File: src/rtl/uart_pkg.sv
// Shared types and constants for the UART transmit path.
// Holds the feeder FSM state type, frame geometry and control characters.
package uart_pkg;

  typedef enum logic [1:0] {
    ST_IDLE = 2'd0,
    ST_SEND = 2'd1,
    ST_GAP  = 2'd2
  } feeder_state_e;

  localparam int UART_FRAME_BITS = 10;
  localparam int SPEED_MAX_DEF   = 216;

  localparam logic [7:0] CHAR_CR = 8'h0D;
  localparam logic [7:0] CHAR_LF = 8'h0A;

endpackage

File: src/rtl/uart_byte_fifo.sv
// Show-ahead byte FIFO, DEPTH a power of 2; head is valid when !empty.
// Ports: clk, rst (sync, high), push/wdata, pop, head, level, full, empty.
module uart_byte_fifo #(
  parameter int DEPTH = 16
) (
  input  logic                   clk,
  input  logic                   rst,
  input  logic                   push,
  input  logic [7:0]             wdata,
  input  logic                   pop,
  output logic [7:0]             head,
  output logic [$clog2(DEPTH):0] level,
  output logic                   full,
  output logic                   empty
);

  localparam int AW = $clog2(DEPTH);
  localparam logic [AW:0] FULL_CNT = (AW+1)'(DEPTH);

  logic [7:0]    mem [DEPTH];
  logic [AW-1:0] wr_ptr;
  logic [AW-1:0] rd_ptr;
  logic [AW:0]   count;
  logic          do_push;
  logic          do_pop;

  // A push into a full FIFO is dropped even when a pop frees a slot.
  assign do_push = push && !full;
  assign do_pop  = pop && !empty;

  assign full  = (count == FULL_CNT);
  assign empty = (count == '0);
  assign level = count;
  assign head  = mem[rd_ptr];

  always_ff @(posedge clk) begin
    if (do_push) mem[wr_ptr] <= wdata;
  end

  always_ff @(posedge clk) begin
    if (rst) begin
      wr_ptr <= '0;
      rd_ptr <= '0;
      count  <= '0;
    end else begin
      if (do_push) wr_ptr <= wr_ptr + AW'(1);
      if (do_pop)  rd_ptr <= rd_ptr + AW'(1);
      if (do_push && !do_pop)
        count <= count + (AW+1)'(1);
      else if (!do_push && do_pop)
        count <= count - (AW+1)'(1);
    end
  end

endmodule

File: src/rtl/uart_tx_feeder.sv
// Buffers producer bytes and paces one-cycle wr_en strobes to uart_tx.
// Ports: clk, rst (sync, high), in_valid/in_data/in_ready producer side,
// tx_wr_en/tx_data to uart_tx, level, busy, overflow (sticky).
// Option: UART_TX_FEEDER_CRLF_EN sends CR ahead of every LF.
module uart_tx_feeder
  import uart_pkg::*;
#(
  parameter int DEPTH        = 16,
  parameter int SPEED_MAX    = SPEED_MAX_DEF,
  parameter int FRAME_CYCLES = UART_FRAME_BITS*(SPEED_MAX+1)+16
) (
  input  logic                   clk,
  input  logic                   rst,
  input  logic                   in_valid,
  input  logic [7:0]             in_data,
  output logic                   in_ready,
  output logic                   tx_wr_en,
  output logic [7:0]             tx_data,
  output logic [$clog2(DEPTH):0] level,
  output logic                   busy,
  output logic                   overflow
);

  localparam int CW = $clog2(FRAME_CYCLES);
  localparam logic [CW-1:0] GAP_LOAD = CW'(FRAME_CYCLES - 2);

  feeder_state_e          state;
  logic [CW-1:0]          gap_cnt;
  logic [7:0]             head;
  logic [$clog2(DEPTH):0] fifo_level;
  logic                   fifo_full;
  logic                   fifo_empty;
  logic                   pop;
  logic                   send_cr;
  logic [7:0]             send_byte;

  uart_byte_fifo #(
    .DEPTH (DEPTH)
  ) u_fifo (
    .clk   (clk),
    .rst   (rst),
    .push  (in_valid),
    .wdata (in_data),
    .pop   (pop),
    .head  (head),
    .level (fifo_level),
    .full  (fifo_full),
    .empty (fifo_empty)
  );

  assign in_ready = !fifo_full;
  assign level    = fifo_level;

`ifdef UART_TX_FEEDER_CRLF_EN
  logic cr_done;

  // LF stays at the head for one extra frame while CR goes out first.
  assign send_cr = (head == CHAR_LF) && !cr_done;

  always_ff @(posedge clk) begin
    if (rst)
      cr_done <= 1'b0;
    else if (state == ST_SEND)
      cr_done <= send_cr;
  end
`else
  assign send_cr = 1'b0;
`endif

  assign send_byte = send_cr ? CHAR_CR : head;
  assign pop       = (state == ST_SEND) && !send_cr;

  always_ff @(posedge clk) begin
    if (rst) begin
      state    <= ST_IDLE;
      gap_cnt  <= '0;
      tx_wr_en <= 1'b0;
      tx_data  <= 8'h00;
      busy     <= 1'b0;
      overflow <= 1'b0;
    end else begin
      tx_wr_en <= 1'b0;
      busy     <= (state != ST_IDLE) || !fifo_empty;
      if (in_valid && fifo_full) overflow <= 1'b1;
      unique case (state)
        ST_IDLE: begin
          if (!fifo_empty) state <= ST_SEND;
        end
        ST_SEND: begin
          tx_wr_en <= 1'b1;
          tx_data  <= send_byte;
          gap_cnt  <= GAP_LOAD;
          state    <= ST_GAP;
        end
        ST_GAP: begin
          if (gap_cnt == '0)
            state <= fifo_empty ? ST_IDLE : ST_SEND;
          else
            gap_cnt <= gap_cnt - CW'(1);
        end
        default: state <= ST_IDLE;
      endcase
    end
  end

endmodule

File: config.mk
export PLATFORM = sky130hd
export DESIGN_NAME = uart_tx_feeder
export DESIGN_NICKNAME = d
export VERILOG_FILES = /design/src/rtl/uart_pkg.sv /design/src/rtl/uart_byte_fifo.sv /design/src/rtl/uart_tx_feeder.sv
export SDC_FILE = /design/constraint.sdc
export NUM_CORES = 1
export LEC_CHECK = 0
export CORE_ASPECT_RATIO = 1.4
export CORE_MARGIN = 5
export CORE_UTILIZATION = 65
export CTS_CLUSTER_DIAMETER = 30
export DETAILED_ROUTE_END_ITERATION = 12
export GPL_TIMING_DRIVEN = 1
export PLACE_DENSITY = 0.9
export SETUP_SLACK_MARGIN = 0.02
export SLEW_MARGIN = 10
export SYNTH_ARGS = -nofsm -noshare
export SYNTH_HDL_FRONTEND = slang
export SYNTH_SLANG_ARGS = --single-unit
File: constraint.sdc
create_clock -name clk -period 4.3 [get_ports clk]
set_clock_uncertainty 0.05 [all_clocks]
set_input_delay 0.86 -clock clk [delete_from_list [all_inputs] [get_ports clk]]
set_output_delay 0.86 -clock clk [all_outputs]
set_load 0.005 [all_outputs]
======== After elaboration in Yosys (flattened, before gate mapping) ========
Memory sizes are Yosys's and may differ from the RTL's. A register that Yosys moved wholly into a read port is not among the register bits.
Cells that the tools add are included.
operators by class
  $add $sub $neg .......................... 5
  magnitude comparators ................... 0
  multipliers ............................. 0
  bitwise logic cells ..................... 0
  divide/modulo/power cells ............... 0
  multiplexer cells ....................... 11
  equal/unequal tests ..................... 6
  shift-type cells ........................ 0
  reduce and logical (&&, ||, !) cells .... 18
operator list
  cell                                                 count
  one-hot mux 12 bit (2 select lines)                  1
  zero test 12 bit                                     1
  2-to-1 mux 12 bit                                    1
  subtractor 12 x 1 -> 12 bit (second input constant)  1
  2-to-1 mux 5 bit                                     2
  adder 4 x 1 -> 4 bit (second input constant)         2
  != test 2 bit (second input constant)                3
  one-hot mux 2 bit (3 select lines)                   1
  nonzero test 2 bit                                   3
  adder 5 x 1 -> 5 bit (second input constant)         1
  == test 5 bit (second input constant)                1
  logical AND 1 bit                                    5
  zero test 5 bit                                      1
  subtractor 5 x 1 -> 5 bit (second input constant)    1
  zero test 1 bit                                      4
  2-to-1 mux 1 bit                                     4
  2-to-1 mux 2 bit                                     2
  AND reduction 2 bit                                  2
  == test 2 x 1 -> 1 bit (second input constant)       1
  == test 2 bit (second input constant)                1
  zero test 2 bit                                      1
  logical OR 1 bit                                     1
storage, ports and cells
  RAM bits ................................ 128
  register bits ........................... 30
  logic and storage cells ................. 49
  ROM bits ................................ 0
  bits in latches ......................... 0
  memories kept ........................... 1
  input port bits ......................... 11
memory list
  memory      words  bits a word  read ports  clocked after memory_dff  wr ports  line                  RTL
  u_fifo.mem  16     8            1           1                         1         uart_byte_fifo.sv:20  logic [7:0] mem [DEPTH];

======== Depth between registers and ports, before layout ========
  word-level depth ........................ 7
  depth in mapped cells ................... 10
  gate-level depth less buffers ........... 9

======== By module ========
A second synthesis with hierarchy kept.
second synthesis, totals
  cell total of the unflattened synthesis .. 456
  area total of the unflattened synthesis .. 6952.9 µm²
modules (own cells, without submodules)
  module          area each (µm²)  times used  sequential area each (µm²)  cells each
  uart_byte_fifo  5715.5           1           4184.0                      309
  uart_tx_feeder  1237.4           1           500.5                       147

======== Worst setup path before layout ========
Ideal clock, no wire load.
  path kind ............................... input port to flip-flop
  from .................................... in in_valid
  to ...................................... reg u_fifo.count[4], in the netlist u_fifo.level[4]
  library setup time ...................... 0.121 ns
  stages .................................. 8
  setup slack ............................. 1.324 ns
  arrival time ............................ 2.805 ns
  buffers on the path ..................... 0
  required time ........................... 4.129 ns
  path through ............................ a21boi_1 -> ha_1 -> inv_1 -> fa_1 -> a21o_1 -> a21oi_1 -> mux2i_1 -> mux2_2
between the ends
  word-level cells in the longest chain between the ends .. 4
RTL lines
  what                                 line                  RTL
  from (decl)                          uart_tx_feeder.sv:14  input logic in_valid,
  logical AND 1 bit *                  uart_byte_fifo.sv:28  assign do_push = push && !full;
  zero test 1 bit                      uart_byte_fifo.sv:50  else if (!do_push && do_pop)
  logical AND 1 bit                    uart_byte_fifo.sv:50
  nonzero test 2 bit (no source line)  n/a
  to (signal assigned)                 uart_byte_fifo.sv:49  count <= count + (AW+1)'(1);
  to (signal assigned)                 uart_byte_fifo.sv:51  count <= count - (AW+1)'(1);
  to (decl)                            uart_byte_fifo.sv:23  logic [AW:0] count;
Every way passes the cells marked *; elsewhere a longest branch is shown, timed or not.
A chain may end at the register's enable or synchronous reset.

======== Worst setup path in the final report ========
  from .................................... in in_valid
  to ...................................... reg u_fifo.count[4], in the netlist u_fifo.level[4]
between the ends
  word-level cells in the longest chain between the ends .. 4
RTL lines
  what                                 line                  RTL
  logical AND 1 bit *                  uart_byte_fifo.sv:28
  via u_fifo.do_push                   uart_byte_fifo.sv:24  logic do_push;
  zero test 1 bit                      uart_byte_fifo.sv:50
  logical AND 1 bit                    uart_byte_fifo.sv:50
  nonzero test 2 bit (no source line)  n/a
The timed path passes the listed nets; every way through them passes the cells marked *.

==> results.yml <==
die:
  core_um2: 10200
  dieWidth_um: 96.0
  fp.dieH_um: 130
  start_util_pct: 65.7
  ios: 28
  die-area_um2: 12500
  rows: 44
global_routing:
  antenna_found_initial: 0
  track_usage_pct: 23.9
  grt_max_degree: 26
  grt_pass1_vias: 3833
  grt_remaining_overflow: 0
  grt_pass1_wl_um: 21000
detailed_routing:
  drt-initial-drc-count: 337
  drc: 0
  vias: 3694
  postRouteAntennaNets: 0
  avgViaCountPerCell: 6.27
  firstDrtPassIters: 5
  routed_wl_um: 13400
  wl_per_cell_um: 22.8
synthesis:
  ys.flop_type: "edfxtp_1"
  ys_warn_count: 0
  ys_ff_latch: 166
  ys_top_cells_by_area: "edfxtp_1 57%, dfxtp_1 11%, mux4_2 11%, mux2i_1 3.1%, ha_1 2.0%"
  synth_sequential_area_ratio_pct: 68.5
  synthAdderAreaFrac_pct: 2.35
  ys_types: 46
  synth_area_um2: 6720
  ys_top_cells_by_count: "128 x edfxtp_1, 38 x dfxtp_1, 35 x nor2_1, 32 x mux4_2, 21 x mux2i_1"
  synth_mux_area_share_pct: 14.0
  synth_top_area_share_pct: 57.2
  syn_inst: 407
  async_reset_ff_share_pct: 0
  synth_most_common_cell: "edfxtp_1"
  synth_edf_count: 128
  synth_top_family_by_area: "multiplexers"
  synth-compound-area-share_pct: 5.40
  syn_nets: 430
  synth_xor_area_share_pct: 1.43
  post_synth.cell_area_avg_um2: 16.5
  synth_top_area_cell: "edfxtp_1"
  yosys.area_share.simple_pct: 6.55
cells_and_area:
  fillCellCount: 583
  num_antenna_cells: 0
  seqCellArea_um2: 4610
  area_growth_pct: 15.1
  multiInputGateArea_um2: 2000
  drive_gt1_share_pct: 17.7
  final_core_util_pct: 75.6
  fin_area_um2: 7740
  final_nets: 461
place:
  place_area_um2: 7120
  port_buffers: 27
  dp_hpwl_um: 8480
  gp_congestion: 0.783
  pre_cts_slack_ns: 0.520
worst_setup_path:
  endpoint_kind: "flop"
  worst-r2r-setup-slack_ns: 1.04
  critPathCapture: "u_fifo.level[4]"
  cpPeakStageDelay_ns: 0.53
  critical_path_class: "in -> reg"
  rr_endpoint: "u_fifo.level[4]"
  worstSetupStartpointType: "primary input"
  worstPathMaxFanout: 6
  critPathRequiredTime_ns: 4.56
  timing.rr.start: "u_fifo.level[0]"
  path_cells: "clkdlybuf4s50_1, a21boi_1, ha_1, inv_1, fa_1, a21o_1, a21oi_1, mux2i_1, mux2_2"
  worstPathArrival_ns: 3.61
  cpMaxStageDelayCell: "clkdlybuf4s50_1"
  r2r_cells: 9
  crit_start: "in_valid"
pwr:
  p_seq_share_pct: 45.0
  p_comb_share_pct: 20.5
  p_leak_nw: 2.52
  p_sw_mw: 1.30
  internal-power_mw: 3.25
  pwr-share-clk_pct: 34.5
  power_density_nw_per_um2: 587
  peakVddDrop_uv: 386
  swShare_pct: 28.6
sta:
  rsz0062_at_grt: "false"
  min_period_ns: 3.35
  finalWorstSetupSlack_ns: 0.948
  drv_slew: 0
  worstMarginPinSlew_ns: 1.22
  slew_headroom_pct: 18.4
  finalSetupViolations: 0
  fin_crit_sh_pct: 77.9
  clock.fmax_mhz: 298
  setup-tns-final_ns: 0
  final-hold-violation-count: 0
  whs_ns: 0.429
clock_tree:
  clockRootBuffer: "clkbuf_16"
  cts_inserted_buffers: 17
  clock_path_buffers: 2
  cts_tree: "done"
  clock_sinks: 166
  h-tree-depth: 4
  cts_post_setup_buffers_inserted: 0
  post_cts_resize_count: 0
  cts_hold_buf: 0
  clk_latency_ns: 0.42
  clk_pin_slew_ns: 0.07
flow_run:
  max-cap-violations: 0
status:
  status: "finished clean"
hold_path:
  min_path_type: "reg -> reg"
==> metal layers <==
layer | up-vias | global-route usage [%] | share of wire (%)
met5 | - | 0 | 0
met4 | 0 | 10.8 | 3.4
met1 | 1855 | 28.4 | 38
li1 | 1668 | - | -
met2 | 137 | 41.0 | 54
met3 | 34 | 5.77 | 4.9
==> cells in the final DEF (no fill, tap or decap), types with 2 or more instances in the layout <==
| cell type | instances |
|---|---|
| a2111oi_2 | 2 |
| a211oi_1 | 2 |
| a21o_1 | 2 |
| a21oi_1 | 10 |
| a2bb2oi_1 | 8 |
| a31oi_1 | 3 |
| buf_4 | 7 |
| bufinv_16 | 3 |
| clkbuf_16 | 17 |
| clkdlybuf4s50_1 | 27 |
| clkinv_2 | 2 |
| clkinv_4 | 2 |
| clkinvlp_4 | 2 |
| dfxtp_1 | 37 |
| edfxtp_1 | 128 |
| ha_1 | 11 |
| inv_1 | 6 |
| inv_6 | 5 |
| mux2i_1 | 21 |
| mux4_2 | 32 |
| nand2_1 | 8 |
| nand2b_1 | 4 |
| nand3_1 | 4 |
| nand3b_1 | 4 |
| nor2_1 | 35 |
| nor3_1 | 8 |
| nor3b_1 | 3 |
| nor4_1 | 4 |
| o211ai_1 | 5 |
| o21ai_0 | 11 |
| o41ai_1 | 3 |
| or3_1 | 3 |
| or4_1 | 4 |
| xnor2_1 | 5 |
| xor2_1 | 6 |
==> stage by stage <==
| stage | total power, mW | instances |
|---|---|---|
| final | 4.55 | 589 |
| after global routing | 4.74 | 589 |
| after CTS | 4.56 | 589 |
| after detailed placement | 2.98 | 557 |
| after global placement | 2.93 | 557 |
| after floorplan | 2.69 | 407 |
==> flip-flops by register name (all words and copies together), names as in the netlist <==
register,flops
gap_cnt,12
state,2
busy,1
tx_data,8
tx_wr_en,1
u_fifo.wr_ptr,4
u_fifo.rd_ptr,4
u_fifo.level,5
u_fifo.mem,128
overflow,1
==> worst max-delay path, delay by kind of cell <==
| kind | cells | cell delay [ns] |
|---|---|---|
| AO/OA/AOI/OAI | 3 | 0.88 |
| adder cells (fa/ha/maj) | 2 | 0.69 |
| buffers and inverters | 2 | 0.63 |
| multiplexers | 2 | 0.55 |
==> cell families (layout without fill, tap and decap cells) <==
| kind of cell | after synthesis | after routing |
|---|---|---|
| AOI/OAI and AO/OA | 52 | 52 |
| xor gates and xnor gates | 11 | 11 |
| adders and majority gates | 12 | 12 |
| buffers and inverters | 28 | 72 |
| DFF | 166 | 166 |
| muxes | 54 | 54 |
| and+or+nand+nor | 84 | 84 |
==> power by group through the flow <==
stage                     clock network [mW]  logic, mW  registers (mW)
final                                   1.57      0.932            2.05
after global routing                    1.66       1.02            2.07
after CTS                               1.58      0.933            2.04
after detailed placement                   0      0.911            2.07
after global placement                     0      0.865            2.06
after floorplan                            0      0.716            1.97
==> worst min-delay path by stage <==
stage / end / slack, ns / startpoint / cells past startpoint
finish: gap_cnt[5] / 0.43 / gap_cnt[5] / 2
CTS: gap_cnt[5] / 0.43 / gap_cnt[5] / 2
global route: gap_cnt[5] / 0.45 / gap_cnt[5] / 2
detailed placement: gap_cnt[5] / 0.41 / gap_cnt[5] / 2
global placement: overflow / 0.40 / overflow / 2
floorplan: gap_cnt[5] / 0.40 / gap_cnt[5] / 2
==> layout make-up <==
type,instances,share of cell area [%]
Clock buffer,17,5.50
Inverter,6,0.291
Timing Repair Buffer,34,4.17
Multi-Input combinational cell,213,25.8
Sequential cell,166,59.5
Tap cell,138,2.23
Clock inverter,15,2.49
Note: power is estimated with default switching activity, not from simulation.
